## src/rtl/lcd_feeder_pkg.sv

```systemverilog
// rtl/lcd_feeder_pkg.sv - shared types and constants for the LCD text feeder
package lcd_feeder_pkg;

  // Packer / issue sequencing
  typedef enum logic [1:0] {
    ST_COLLECT    = 2'd0,
    ST_WAIT_AVAIL = 2'd1,
    ST_ISSUE      = 2'd2,
    ST_WAIT_ACK   = 2'd3
  } feeder_state_e;

  // Driver selectCD encoding
  localparam logic SEL_DATA = 1'b1;
  localparam logic SEL_CMD  = 1'b0;

  // ASCII space, used to pad a flushed partial word
  localparam logic [7:0] DEFAULT_PAD_CHAR = 8'h20;

endpackage

```

## src/rtl/lcd_char_fifo.sv

```systemverilog
// rtl/lcd_char_fifo.sv - 8-bit synchronous first-word-fall-through character FIFO
module lcd_char_fifo #(
  parameter int DEPTH = 16
) (
  input  logic       clk,
  input  logic       rst,
  input  logic       wr_en,
  input  logic [7:0] wr_data,
  input  logic       rd_en,
  output logic [7:0] rd_data,
  output logic       full,
  output logic       empty
);

  localparam int AW = $clog2(DEPTH);

  // One extra pointer bit tells full (wrapped) apart from empty (same lap)
  logic [AW:0] wr_ptr_q, wr_ptr_d;
  logic [AW:0] rd_ptr_q, rd_ptr_d;
  logic [7:0]  mem_q [DEPTH];
  logic        do_wr;
  logic        do_rd;

  assign empty   = (wr_ptr_q == rd_ptr_q);
  assign full    = (wr_ptr_q[AW] != rd_ptr_q[AW]) &&
                   (wr_ptr_q[AW-1:0] == rd_ptr_q[AW-1:0]);
  assign do_wr   = wr_en && !full;
  assign do_rd   = rd_en && !empty;
  // Head entry is always presented, so a pop consumes what is already visible
  assign rd_data = mem_q[rd_ptr_q[AW-1:0]];

  // Advance pointers on accepted writes and reads
  always_comb begin
    wr_ptr_d = wr_ptr_q;
    rd_ptr_d = rd_ptr_q;
    if (do_wr) wr_ptr_d = wr_ptr_q + {{AW{1'b0}}, 1'b1};
    if (do_rd) rd_ptr_d = rd_ptr_q + {{AW{1'b0}}, 1'b1};
  end

  // Pointer registers; reset empties the FIFO
  always_ff @(posedge clk) begin
    if (rst) begin
      wr_ptr_q <= '0;
      rd_ptr_q <= '0;
    end else begin
      wr_ptr_q <= wr_ptr_d;
      rd_ptr_q <= rd_ptr_d;
    end
  end

  // Storage array; contents are don't-care until written
  always_ff @(posedge clk) begin
    if (do_wr) mem_q[wr_ptr_q[AW-1:0]] <= wr_data;
  end

endmodule

```

## src/rtl/lcd_text_feeder.sv

```systemverilog
// rtl/lcd_text_feeder.sv - packs ASCII characters four per word and issues them to the LCD driver
module lcd_text_feeder
  import lcd_feeder_pkg::*;
#(
  parameter int         FIFO_DEPTH  = 16,
  parameter logic [7:0] PAD_CHAR    = DEFAULT_PAD_CHAR,
  parameter int         ACK_TIMEOUT = 8
) (
  input  logic        clk,
  input  logic        rst,
  input  logic [7:0]  char_in,
  input  logic        char_valid,
  output logic        char_ready,
  input  logic [7:0]  cmd_in,
  input  logic        cmd_valid,
  output logic        cmd_ready,
  input  logic        flush,
  output logic [31:0] lcd_data,
  output logic        lcd_select_cd,
  output logic        lcd_enable_writing,
  input  logic        lcd_available,
  output logic        busy
);

  // Timer counts WAIT_ACK cycles; leaving on TIMER_LAST lands in COLLECT
  // exactly ACK_TIMEOUT cycles after the ISSUE cycle (needs ACK_TIMEOUT >= 2)
  localparam int            TW         = $clog2(ACK_TIMEOUT + 1);
  localparam logic [TW-1:0] TIMER_LAST = TW'(ACK_TIMEOUT - 2);

  feeder_state_e state_q, state_d;
  logic [31:0]   word_q, word_d;
  logic [2:0]    count_q, count_d;
  logic          flush_pend_q, flush_pend_d;
  logic [31:0]   lcd_data_q, lcd_data_d;
  logic          sel_q, sel_d;
  logic [TW-1:0] timer_q, timer_d;

  logic          fifo_full;
  logic          fifo_empty;
  logic [7:0]    fifo_rd_data;
  logic          fifo_pop;
  logic          fifo_push;
  logic          cmd_accept;
  logic          flush_clr;

  assign char_ready = !fifo_full && !rst;
  assign fifo_push  = char_valid && char_ready;

  // A command may only start between words, never while characters wait
  assign cmd_ready  = (state_q == ST_COLLECT) && (count_q == 3'd0) &&
                      fifo_empty && !flush_pend_q && !rst;
  assign cmd_accept = cmd_valid && cmd_ready;

  lcd_char_fifo #(
    .DEPTH (FIFO_DEPTH)
  ) u_fifo (
    .clk     (clk),
    .rst     (rst),
    .wr_en   (fifo_push),
    .wr_data (char_in),
    .rd_en   (fifo_pop),
    .rd_data (fifo_rd_data),
    .full    (fifo_full),
    .empty   (fifo_empty)
  );

  // Packing, padding, command capture and the issue handshake
  always_comb begin
    state_d    = state_q;
    word_d     = word_q;
    count_d    = count_q;
    lcd_data_d = lcd_data_q;
    sel_d      = sel_q;
    timer_d    = timer_q;
    fifo_pop   = 1'b0;
    flush_clr  = 1'b0;

    case (state_q)
      ST_COLLECT: begin
        if (!fifo_empty) begin
          fifo_pop = 1'b1;
          word_d   = {word_q[23:0], fifo_rd_data};
          count_d  = count_q + 3'd1;
        end else if (flush_pend_q && (count_q != 3'd0)) begin
          word_d  = {word_q[23:0], PAD_CHAR};
          count_d = count_q + 3'd1;
        end else if (flush_pend_q) begin
          flush_clr = 1'b1;
        end else if (cmd_accept) begin
          lcd_data_d = {24'h0, cmd_in};
          sel_d      = SEL_CMD;
          state_d    = ST_WAIT_AVAIL;
        end
        // The byte that completes a word is loaded in the same cycle
        if (count_d == 3'd4) begin
          lcd_data_d = word_d;
          sel_d      = SEL_DATA;
          state_d    = ST_WAIT_AVAIL;
        end
      end
      ST_WAIT_AVAIL: begin
        if (lcd_available) state_d = ST_ISSUE;
      end
      ST_ISSUE: begin
        timer_d = '0;
        state_d = ST_WAIT_ACK;
      end
      ST_WAIT_ACK: begin
        timer_d = timer_q + {{(TW-1){1'b0}}, 1'b1};
        if (!lcd_available || (timer_q == TIMER_LAST)) begin
          state_d = ST_COLLECT;
          count_d = 3'd0;
        end
      end
      default: begin
        state_d = ST_COLLECT;
      end
    endcase
  end

  // A new flush request wins over the clear of an older one
  always_comb begin
    flush_pend_d = flush || (flush_pend_q && !flush_clr);
  end

  // State registers; reset discards any pending word and request
  always_ff @(posedge clk) begin
    if (rst) begin
      state_q      <= ST_COLLECT;
      word_q       <= '0;
      count_q      <= 3'd0;
      flush_pend_q <= 1'b0;
      lcd_data_q   <= '0;
      sel_q        <= SEL_DATA;
      timer_q      <= '0;
    end else begin
      state_q      <= state_d;
      word_q       <= word_d;
      count_q      <= count_d;
      flush_pend_q <= flush_pend_d;
      lcd_data_q   <= lcd_data_d;
      sel_q        <= sel_d;
      timer_q      <= timer_d;
    end
  end

  assign lcd_data           = lcd_data_q;
  assign lcd_select_cd      = sel_q;
  assign lcd_enable_writing = (state_q == ST_ISSUE) && !rst;
  assign busy               = (state_q != ST_COLLECT) || (count_q != 3'd0) ||
                              !fifo_empty || flush_pend_q;

endmodule
```

## config.mk

```make
export PLATFORM = sky130hd
export DESIGN_NAME = lcd_text_feeder
export DESIGN_NICKNAME = d
export VERILOG_FILES = /design/src/rtl/lcd_feeder_pkg.sv /design/src/rtl/lcd_char_fifo.sv /design/src/rtl/lcd_text_feeder.sv
export SDC_FILE = /design/constraint.sdc
export NUM_CORES = 1
export LEC_CHECK = 0
export ABC_AREA = 0
export BUFFER_PORTS_ARGS = -buffer_cell sky130_fd_sc_hd__buf_2
export CAP_MARGIN = 10
export CORE_ASPECT_RATIO = 0.75
export CORE_UTILIZATION = 65
export CTS_CLUSTER_DIAMETER = 60
export DETAILED_ROUTE_END_ITERATION = 10
export GPL_TIMING_DRIVEN = 0
export HOLD_SLACK_MARGIN = 0.02
export PLACE_DENSITY = 0.9
export SLEW_MARGIN = 0
export SYNTH_ARGS = -nofsm -noshare
export SYNTH_HDL_FRONTEND = slang
export SYNTH_SLANG_ARGS = --single-unit
```

## constraint.sdc

```tcl
create_clock -name clk -period 6.18 [get_ports clk]
set_clock_uncertainty 0.1 [all_clocks]
set_input_delay 0.927 -clock clk [delete_from_list [all_inputs] [get_ports clk]]
set_output_delay 0.927 -clock clk [all_outputs]
set_load 0.03 [all_outputs]
```

==> results of run 1 <==
## kinds of logic after synthesis
kind of cell | Yosys count | synth area share, %
flip-flops | 217 | 62.2
AND/OR/NAND/NOR | 198 | 10.3
AO/OA/AOI/OAI | 141 | 9.94
multiplexers | 60 | 11.3
buffers and inverters | 58 | 3.06
XOR/XNOR | 14 | 1.36
adder cells (fa/ha/maj) | 14 | 1.94
## worst max path at each step
stage	startpoint	endpoint	slack (ns)	depth (start not counted)
after floorplan	u_fifo.wr_ptr_q[3]	cmd_ready	3.21	7
after global placement	rst	cmd_ready	2.93	5
after detailed placement	rst	cmd_ready	2.84	5
after CTS	u_fifo.wr_ptr_q[3]	cmd_ready	2.56	8
after global routing	u_fifo.wr_ptr_q[2]	cmd_ready	2.38	8
final	u_fifo.wr_ptr_q[2]	cmd_ready	2.48	8
## where the power goes
group | total [W] | switching (W) | leakage (nW) | internal [W]
sequential | 0.00170 | 0.0000892 | 1.87 | 0.00161
combinational | 0.00104 | 0.000674 | 1.46 | 0.000371
clock | 0.00132 | 0.000560 | 0.350 | 0.000762
## per-layer routing
layer  vias up  global-route usage (%)
met4         0                    14.4
met1      3196                    44.6
li1       2770                       -
met5         -                       0
met2       549                    53.6
met3       119                    6.35
## final cells by class
cell class	count	area, µm²	area share, %
inverters	14	52.6	0.511
clock inverters	10	98.8	0.960
well taps	171	214	2.08
multi-input cells	427	3150	30.6
repair buffers	61	308	2.99
plain buffers	44	224	2.18
clock buffers	28	624	6.07
flip-flops and latches	217	5630	54.7
## tightest hold or removal path, stage by stage (launching register included)
cell,delay [ns]
dfxtp_1,0.31
nand3_1,0.06
a21oi_1,0.05
## Yosys cell counts, drive strengths merged (14+ instances only)
library cell  instances  area, µm²
a21oi                68        359
a22oi                21        158
buf                  25        153
clkbuf               19       71.3
dfxtp                89       1780
edfxtp              128       3840
ha                   14        175
inv                  14       52.6
mux2                 25        282
mux4                 31        698
nand2                85        327
nand3                27        140
nor2                 48        185
o21ai                15       86.3
## flip-flops by register name, summed over array words and instances (netlist names), named ones only
signal           count
u_fifo.mem_q       128
lcd_data            32
word_q              32
u_fifo.rd_ptr_q      5
u_fifo.wr_ptr_q      5
timer_q              4
count_q              3
state_q              2
flush_pend_q         1
lcd_select_cd        1
## per-stage QoR
step	worst slack (ns)	hold slack (ns)
floorplan	3.21	0.333
global placement	2.93	0.339
detailed placement	2.84	0.354
CTS	2.56	0.364
global route	2.38	0.386
finish	2.48	0.365
==> results by group, run 1 <==
Clock tree
  • Clk sinks: 217
  • Clock slew at reported path FFs: 0.07 ns
  • CTS tree: yes
  • TritonCTS buffer count: 21
  • CTS Root Cell: clkbuf_16
  • CTS Buffer Depth: 3
  • Hold_buf cts: 0
  • Post-CTS Setup Inserts: 0
  • Clk_lat worst skew: 0.51 ns
  • # H-tree levels: 1
  • Post_cts resized: 0

Setup path
  • CP endpoint kind: output pin
  • Buf/Inv on CP: 3
  • CP max stage cell: nor2_2
  • Worst reg2reg path endpoint: u_fifo.mem_q[3][2]
  • R2R depth: 8
  • R2r setup slk: 3.19 ns
  • Reg2reg start: u_fifo.wr_ptr_q[2]
  • Crit path largest cell delay: 0.38 ns
  • Crit path top cell by count: buf_2
  • Critical setup path kind: flop to output pin
  • Critical Path Source Type: flop
  • Worst path cell trace: buf_6 -> xnor2_1 -> nand4_1 -> nor2_2 -> buf_2 -> nand2_1 -> nor2_1 -> buf_2
  • Crit-path max FO: 10
  • WP data arrival: 2.68 ns
  • Critical Path RT: 5.15 ns
  • Cell family with most CP delay: simple AND/OR/NAND/NOR gates

Routing
  • DRC: 6
  • Initial DRC Count: 885
  • Top sig layer: met4
  • Final ANT Viol Nets: 0
  • WL met2: 10900 µm
  • WL final: 23500 µm
  • Detail Route met3 WL: 2600 µm
  • WL per Instance: 24.2 µm
  • WL met1: 8990 µm
  • Drt pass-1 iters: 8
  • Via-to-Cell Ratio: 6.83
  • Vias: 6634

Yosys
  • Register area share after synthesis: 62.2%
  • Syn Nets: 738
  • Unique masters post-synth: 55
  • Mapped Cells: 702
  • Post-synth EDFFs: 128
  • Avg Inst Size Synth: 12.9 µm²
  • #FFs+latches synth: 217
  • Synth warn: 0
  • Synth async-reset ratio: 0%
  • Area of the mapped netlist: 9050 µm²
  • Ys flop type: edfxtp_1

Hold path
  • Worst Hold Class: flop to flop
  • Hold Path Sink: lcd_data[24]
  • Hold path depth: 2
  • Worst hold start: lcd_data[24]

GRT
  • Global route overflow: 0
  • First-pass GRT wire length: 36300 µm
  • Initial antenna violation count: 0
  • Total track usage: 33.2%
  • Number of global-route vias before repair: 6685
  • Pin count of the biggest net entering global routing: 17

Finish
  • Util after Layout: 77.5%
  • Syn-to-layout area delta: 13.8%
  • Commonest non-fill, non-tap cell in the layout: edfxtp_1
  • Commonest cells after routing, fill and taps aside: edfxtp_1 (128), dfxtp_1 (89), nand2_1 (84)
  • Non-Filler Instances: 972
  • Layout cells sized above 1: 22.7%
  • Finished Cell Area: 10300 µm²
  • Fillers: 689
  • Diode count: 0
  • Final nets: 822

Pwr
  • Total power draw: 0.00406 W
  • Pleak: 3.69 nW
  • Peak supply drop: 313 µV
  • PwrDens: 395 nW/µm²

Run
  • Max cap viols: 0

STA
  • Worst-Margin Slew: 1.15 ns
  • Fmax: 270 MHz
  • Hold Fails Final Rpt: 0
  • Post-route clock period utilization: 59.9%
  • Fin. max-slew vios: 0
  • Unrepaired setup endpoints after global routing: no
  • Post-route setup TNS: 0 ns
  • Max transition margin: 22.8%
  • Final setup violation count: 0
  • Final critical-path required period: 3.70 ns

Place
  • Placed cells: 933
  • Area after DPL: 9560 µm²
  • # port buffers: 58
  • Gpl congestion: 0.913
  • Post-DP HPWL: 14700 µm

Floorplan
  • Initial core utilization: 68.1%
  • Cell Rows: 36
  • Die area: 14400 µm²
  • Die X: 138 µm
  • Core Area: 13300 µm²
  • Die Y-Extent: 104 µm
  • Ports: 59

Run status
  • Status: finished, violations left
  • Failing checks: DRC
(Power assumes the default switching activity.)
==> run 2: changes to the inputs <==
CORE_UTILIZATION = 60   (was 65)
PLACE_DENSITY = 0.84   (was 0.9)
clock period = 3.5 ns   (was 6.18 ns; I/O delays follow)
==> run 2 against run 1 <==
Against the previous run: the flow now finishes without violations; sequential power grew 75%; die area rose by 8.2%; setup slack got worse by 2.1 ns; clock power increased by 70%; count of clock-buffer cells in the layout is 5 higher; combinational power up 70%; hold slack got worse by 0.21 ns; critical path depth unchanged; total power is 72% higher; global-route usage decreased by 5.6 points; sequential cell count stayed put; largest power group unchanged; wire length is 12% lower.
==> results by group, run 2 (synthesis results as in run 1) <==
Setup path
  • Critical Path RT: 2.87 ns (-2.28 ns)
  • Critical setup path kind: flop to output pin
  • Critical Path Source Type: flop
  • CP endpoint kind: output pin
  • Crit-path max FO: 10 (unchanged)
  • WP data arrival: 2.54 ns (-0.14 ns)
  • R2R depth: 8 (unchanged)

Floorplan
  • Cell Rows: 38 (+5.6%)
  • Die Y-Extent: 108 µm (+4.0%)
  • Die X: 144 µm (+4.0%)
  • Die area: 15600 µm² (+8.2%)
  • Ports: 59 (unchanged)
  • Core Area: 14600 µm² (+9.8%)
  • Initial core utilization: 62.0% (-6.1 points)

Hold path
  • Worst Hold Class: input pin to flop
  • Hold path depth: 3 (+1)

Place
  • Area after DPL: 9600 µm² (+0.38%)
  • # port buffers: 58 (unchanged)
  • Post-DP HPWL: 14100 µm (-4.5%)
  • Gpl congestion: 0.899 (-1.6%)

Clock tree
  • Clk_lat worst skew: 0.50 ns (about the same)
  • Clk sinks: 217 (unchanged)
  • Hold_buf cts: 0 (unchanged)
  • Post_cts resized: 0 (unchanged)
  • # H-tree levels: 1 (unchanged)
  • Post-CTS Setup Inserts: 0 (unchanged)
  • TritonCTS buffer count: 21 (unchanged)
  • CTS Buffer Depth: 3 (unchanged)
  • CTS Root Cell: clkbuf_16
  • CTS tree: yes
  • Clock slew at reported path FFs: 0.06 ns (about the same)

Finish
  • Syn-to-layout area delta: 14.0%
  • Util after Layout: 70.6% (-6.8 points)
  • Number of flip-flops in the largest register: 128 (unchanged)
  • Diode count: 0 (unchanged)
  • Commonest cells after routing, fill and taps aside: edfxtp_1 (128), dfxtp_1 (89), nand2_1 (84)
  • Finished Cell Area: 10300 µm² (+0.17%)
  • Final nets: 823 (+0.12%)
  • Layout cells sized above 1: 22.8% (+0.096 points)
  • Commonest non-fill, non-tap cell in the layout: edfxtp_1

Pwr
  • Pleak: 3.68 nW (-0.15%)
  • Peak supply drop: 528 µV (+69%)
  • PwrDens: 679 nW/µm² (+72%)

STA
  • Final critical-path required period: 3.17 ns
  • Fmax: 315 MHz
  • Worst-Margin Slew: 1.02 ns (-0.132 ns)
  • Final setup violation count: 0 (unchanged)
  • Post-route setup TNS: 0 ns (unchanged)
  • Post-route clock period utilization: 90.6%
  • Max transition margin: 32.0% (+9.2 points)
  • Unrepaired setup endpoints after global routing: no
  • Fin. max-slew vios: 0 (unchanged)
  • Hold Fails Final Rpt: 0 (unchanged)

Routing
  • Vias: 6232 (-6.1%)
  • WL per Instance: 20.7 µm (-14%)
  • Initial DRC Count: 616 (-30%)
  • WL final: 20800 µm (-12%)
  • Final ANT Viol Nets: 0 (unchanged)
  • Drt pass-1 iters: 5 (-3)
  • DRC: 0 (-6)
  • Via-to-Cell Ratio: 6.22 (-8.9%)

GRT
  • Number of global-route vias before repair: 5878 (-12%)
  • Global route overflow: 0 (unchanged)
  • Initial antenna violation count: 0 (unchanged)
  • First-pass GRT wire length: 32000 µm (-12%)
  • Total track usage: 27.6% (-5.6 points)
  • Pin count of the biggest net entering global routing: 17 (unchanged)

Run status
  • Status: completed

Run
  • Max cap viols: 0 (unchanged)
==> run 2: changes by cell type in the layout (fill, tap and decap cells not counted) <==
cell	change
clkinv_1	-3
clkinv_8	-2
bufinv_16	-1
clkbuf_1	+3
inv_4	+1
clkbuf_4	+1
clkbuf_8	+2
buf_2	-1
buf_4	+1
==> run 2: worst max-delay path, cell delays in order, from the launching register on <==
cell	delay (ns)
dfxtp_1	0.31
buf_6	0.14
xnor2_1	0.21
nand4_1	0.31
nor2_2	0.35
buf_2	0.32
nand2_1	0.11
nor2_1	0.10
buf_2	0.21
==> run 2: path summary, 6_finish.rpt <==
| check | from | to | slack [ns] |
|---|---|---|---|
| max | u_fifo.wr_ptr_q[2] | cmd_ready | 0.33 |
| min | flush | flush_pend_q | 0.16 |
| max reg2reg | u_fifo.wr_ptr_q[2] | u_fifo.mem_q[3][3] | 0.67 |
| min reg2reg | word_q[29] | word_q[29] | 0.36 |
==> run 2: final cells by class <==
| cell class | instances | area (µm²) |
|---|---|---|
| Tap cell | 200 | 250 |
| Buffer | 44 | 224 |
| Clock buffer | 33 | 663 |
| Multi-Input combinational cell | 427 | 3150 |
| Inverter | 14 | 52.6 |
| Clock inverter | 5 | 31.3 |
| Timing Repair Buffer | 62 | 318 |
| Fill cell | 948 | 4290 |
| Sequential cell | 217 | 5630 |
==> run 2: metrics by stage <==
stage          hold slack (ns)  power (W)  cells  setup slack (ns)
2_1_floorplan            0.333    0.00427    702             0.928
3_3_place_gp             0.339    0.00467    960             0.574
3_5_place_dp             0.357    0.00474    962             0.513
4_1_cts                  0.150    0.00697   1000             0.368
5_1_grt                  0.164    0.00725   1002             0.162
6_report                 0.155    0.00700   1002             0.330
==> run 2: report_power, final <==
group	switching, W	internal, W	total, W
clock network	0.000932	0.00131	0.00224
logic	0.00112	0.000655	0.00177
registers	0.000144	0.00284	0.00298
==> run 2: metal layers <==
layer  GRT usage, %  routed length [µm]
met1           41.3                9100
met2           42.4                9590
met3           4.56                1640
met4           6.69                 452
met5              0                   0
==> run 3: changes to the inputs <==
CELL_PAD_IN_SITES_DETAIL_PLACEMENT = 1   (was not set)
CELL_PAD_IN_SITES_GLOBAL_PLACEMENT = 1   (was not set)
CORE_MARGIN = 1.5   (was not set)
CORE_UTILIZATION = 50   (was 60)
PLACE_DENSITY = 0.85   (was 0.84)
==> run 3 against run 2 <==
Against the previous run: sequential power barely moved; total power rose by 3.8%; global-route usage fell by 0.23 points; non-clock buffer count rose by 2; setup slack improved by 0.036 ns; core utilization fell by 12 points; die area rose by 21%; final cell count rose by 4.6%; largest power group unchanged.
==> results by group, run 3 (synthesis results as in run 1) <==
Place
  • Gpl congestion: 0.846 (-5.9%)
  • Placed cells: 1004 (+4.4%)
  • # port buffers: 58 (unchanged)
  • Area after DPL: 9660 µm² (+0.57%)
  • Post-DP HPWL: 16900 µm (+20%)

Hold path
  • Worst Hold Class: input pin to flop

Floorplan
  • Core Area: 17700 µm² (+21%)
  • Die area: 18900 µm² (+21%)
  • Die Y-Extent: 119 µm (+10%)
  • Initial core utilization: 51.2% (-11 points)
  • Cell Rows: 42 (+11%)
  • Die X: 158 µm (+10%)
  • Ports: 59 (unchanged)

STA
  • Unrepaired setup endpoints after global routing: no
  • Final setup violation count: 0 (unchanged)
  • Hold Fails Final Rpt: 0 (unchanged)
  • Worst-Margin Slew: 0.976 ns (-0.0408 ns)
  • Post-route clock period utilization: 89.5% (-1.0 points)
  • Final critical-path required period: 3.13 ns (-0.0356 ns)
  • Post-route setup TNS: 0 ns (unchanged)
  • Fmax: 319 MHz (+1.1%)
  • Fin. max-slew vios: 0 (unchanged)
  • Max transition margin: 34.7% (+2.7 points)

Finish
  • Commonest cells after routing, fill and taps aside: edfxtp_1 (128), dfxtp_1 (89), nand2_1 (84)
  • Util after Layout: 58.9% (-12 points)
  • Finished Cell Area: 10400 µm² (+0.83%)
  • Commonest non-fill, non-tap cell in the layout: edfxtp_1
  • Final nets: 826 (+0.36%)
  • Non-Filler Instances: 1048 (+4.6%)
  • Diode count: 0 (unchanged)
  • Number of flip-flops in the largest register: 128 (unchanged)
  • Layout cells sized above 1: 22.7% (-0.11 points)
  • Syn-to-layout area delta: 14.9%

Setup path
  • WP data arrival: 2.51 ns (-0.03 ns)
  • CP endpoint kind: output pin
  • Critical Path Source Type: flop
  • R2r setup slk: 0.74 ns (+0.07 ns)
  • Critical setup path kind: flop to output pin
  • Crit-path max FO: 10 (unchanged)
  • Critical Path RT: 2.87 ns (about the same)

Pwr
  • PwrDens: 699 nW/µm² (+3.0%)
  • Psw: 0.00240 W (+9.5%)
  • Pleak: 3.70 nW (+0.36%)
  • Clock power frac: 32.4% (+0.4 points)
  • Switching Fraction: 33.0% (+1.7 points)
  • Int Pwr: 0.00486 W (+1.3%)
  • Comb power frac: 26.3% (+1.0 points)
  • Flop pwr share: 41.3% (-1.4 points)
  • Peak supply drop: 570 µV (+8.0%)

GRT
  • Initial antenna violation count: 0 (unchanged)
  • First-pass GRT wire length: 38400 µm (+20%)
  • Pin count of the biggest net entering global routing: 17 (unchanged)
  • Total track usage: 27.4% (-0.23 points)
  • Number of global-route vias before repair: 6692 (+14%)
  • Global route overflow: 0 (unchanged)

Clock tree
  • CTS Root Cell: clkbuf_16
  • Clk sinks: 217 (unchanged)
  • Clock slew at reported path FFs: 0.07 ns (about the same)
  • TritonCTS buffer count: 22 (+4.8%)
  • Clk_lat worst skew: 0.53 ns (+0.03 ns)
  • CTS tree: yes
  • # H-tree levels: 1 (unchanged)
  • CTS Buffer Depth: 3 (unchanged)

Routing
  • Vias: 6299 (+1.1%)
  • WL per Instance: 24.0 µm (+16%)
  • Drt pass-1 iters: 5 (unchanged)
  • Initial DRC Count: 450 (-27%)
  • Final ANT Viol Nets: 0 (unchanged)
  • DRC: 0 (unchanged)
  • Via-to-Cell Ratio: 6.01 (-3.4%)
  • WL final: 25100 µm (+21%)

Run
  • Max cap viols: 0 (unchanged)

Run status
  • Status: completed
[run 3: cell types whose count changed in the layout (fill, tap and decap cells not counted), sizes merged]
| cell | before | now |
|---|---|---|
| bufinv | 0 | 2 |
| buf | 86 | 88 |
| inv | 16 | 15 |
| clkbuf | 53 | 49 |
| clkinv | 2 | 7 |
[run 3: stage by stage]
stage          setup WS (ns)  hold WS (ns)  power (W)
6_report               0.366         0.153    0.00726
4_1_cts                0.108         0.142    0.00721
3_3_place_gp           0.516         0.339    0.00471
2_1_floorplan          0.928         0.333    0.00427
5_1_grt                0.247         0.168    0.00749
3_5_place_dp           0.534         0.360    0.00483
[run 3: critical path, stage by stage (launching register included)]
cell     delay (ns)
dfxtp_1        0.31
buf_6          0.14
xnor2_1        0.22
nand4_1        0.12
buf_4          0.18
nor2_4         0.20
buf_2          0.30
nand2_1        0.11
nor2_1         0.15
buf_2          0.25
[run 3: worst paths after layout]
check	start	to	depth (start not counted)
setup / recovery	u_fifo.wr_ptr_q[2]	cmd_ready	9
hold / removal	flush	flush_pend_q	3
setup reg to reg	state_q[1]	lcd_data[7]	9
hold reg to reg	lcd_data[16]	lcd_data[16]	2
[run 3: layout make-up]
| class | instances | area, µm² |
|---|---|---|
| timing repair buffer | 64 | 333 |
| multi-input combinational | 427 | 3150 |
| buffer | 44 | 224 |
| inverter | 14 | 52.6 |
| sequential | 217 | 5630 |
| fill | 1830 | 7260 |
| tap | 242 | 303 |
| clock buffer | 29 | 591 |
| clock inverter | 11 | 116 |
[run 3: power groups by stage]
stage | Clock (W) | Sequential (W) | Combinational (W)
final | 0.00235 | 0.00300 | 0.00191
after global routing | 0.00245 | 0.00301 | 0.00203
after CTS | 0.00236 | 0.00299 | 0.00185
after detailed placement | 0 | 0.00304 | 0.00179
after global placement | 0 | 0.00302 | 0.00169
after floorplan | 0 | 0.00301 | 0.00126
[run 3: repair_timing]
item / CTS / global route
resized for setup: 0 / 1
setup buffers: 0 / 2
setup endpoints to repair: 0 / 1
endpoints found under the hold margin: 0 / 0
hold buffers: 0 / 0
[run 3: routing by layer]
| metal | wire length (µm) | part of all wire (%) | vias up | track usage (%) |
|---|---|---|---|---|
| li1 | - | - | 2778 | - |
| met1 | 11100 | 44 | 3274 | 38.1 |
| met2 | 12100 | 48 | 190 | 43.9 |
| met3 | 1080 | 4.3 | 57 | 3.90 |
| met4 | 809 | 3.2 | 0 | 10.1 |
| met5 | 0 | 0 | - | 0 |
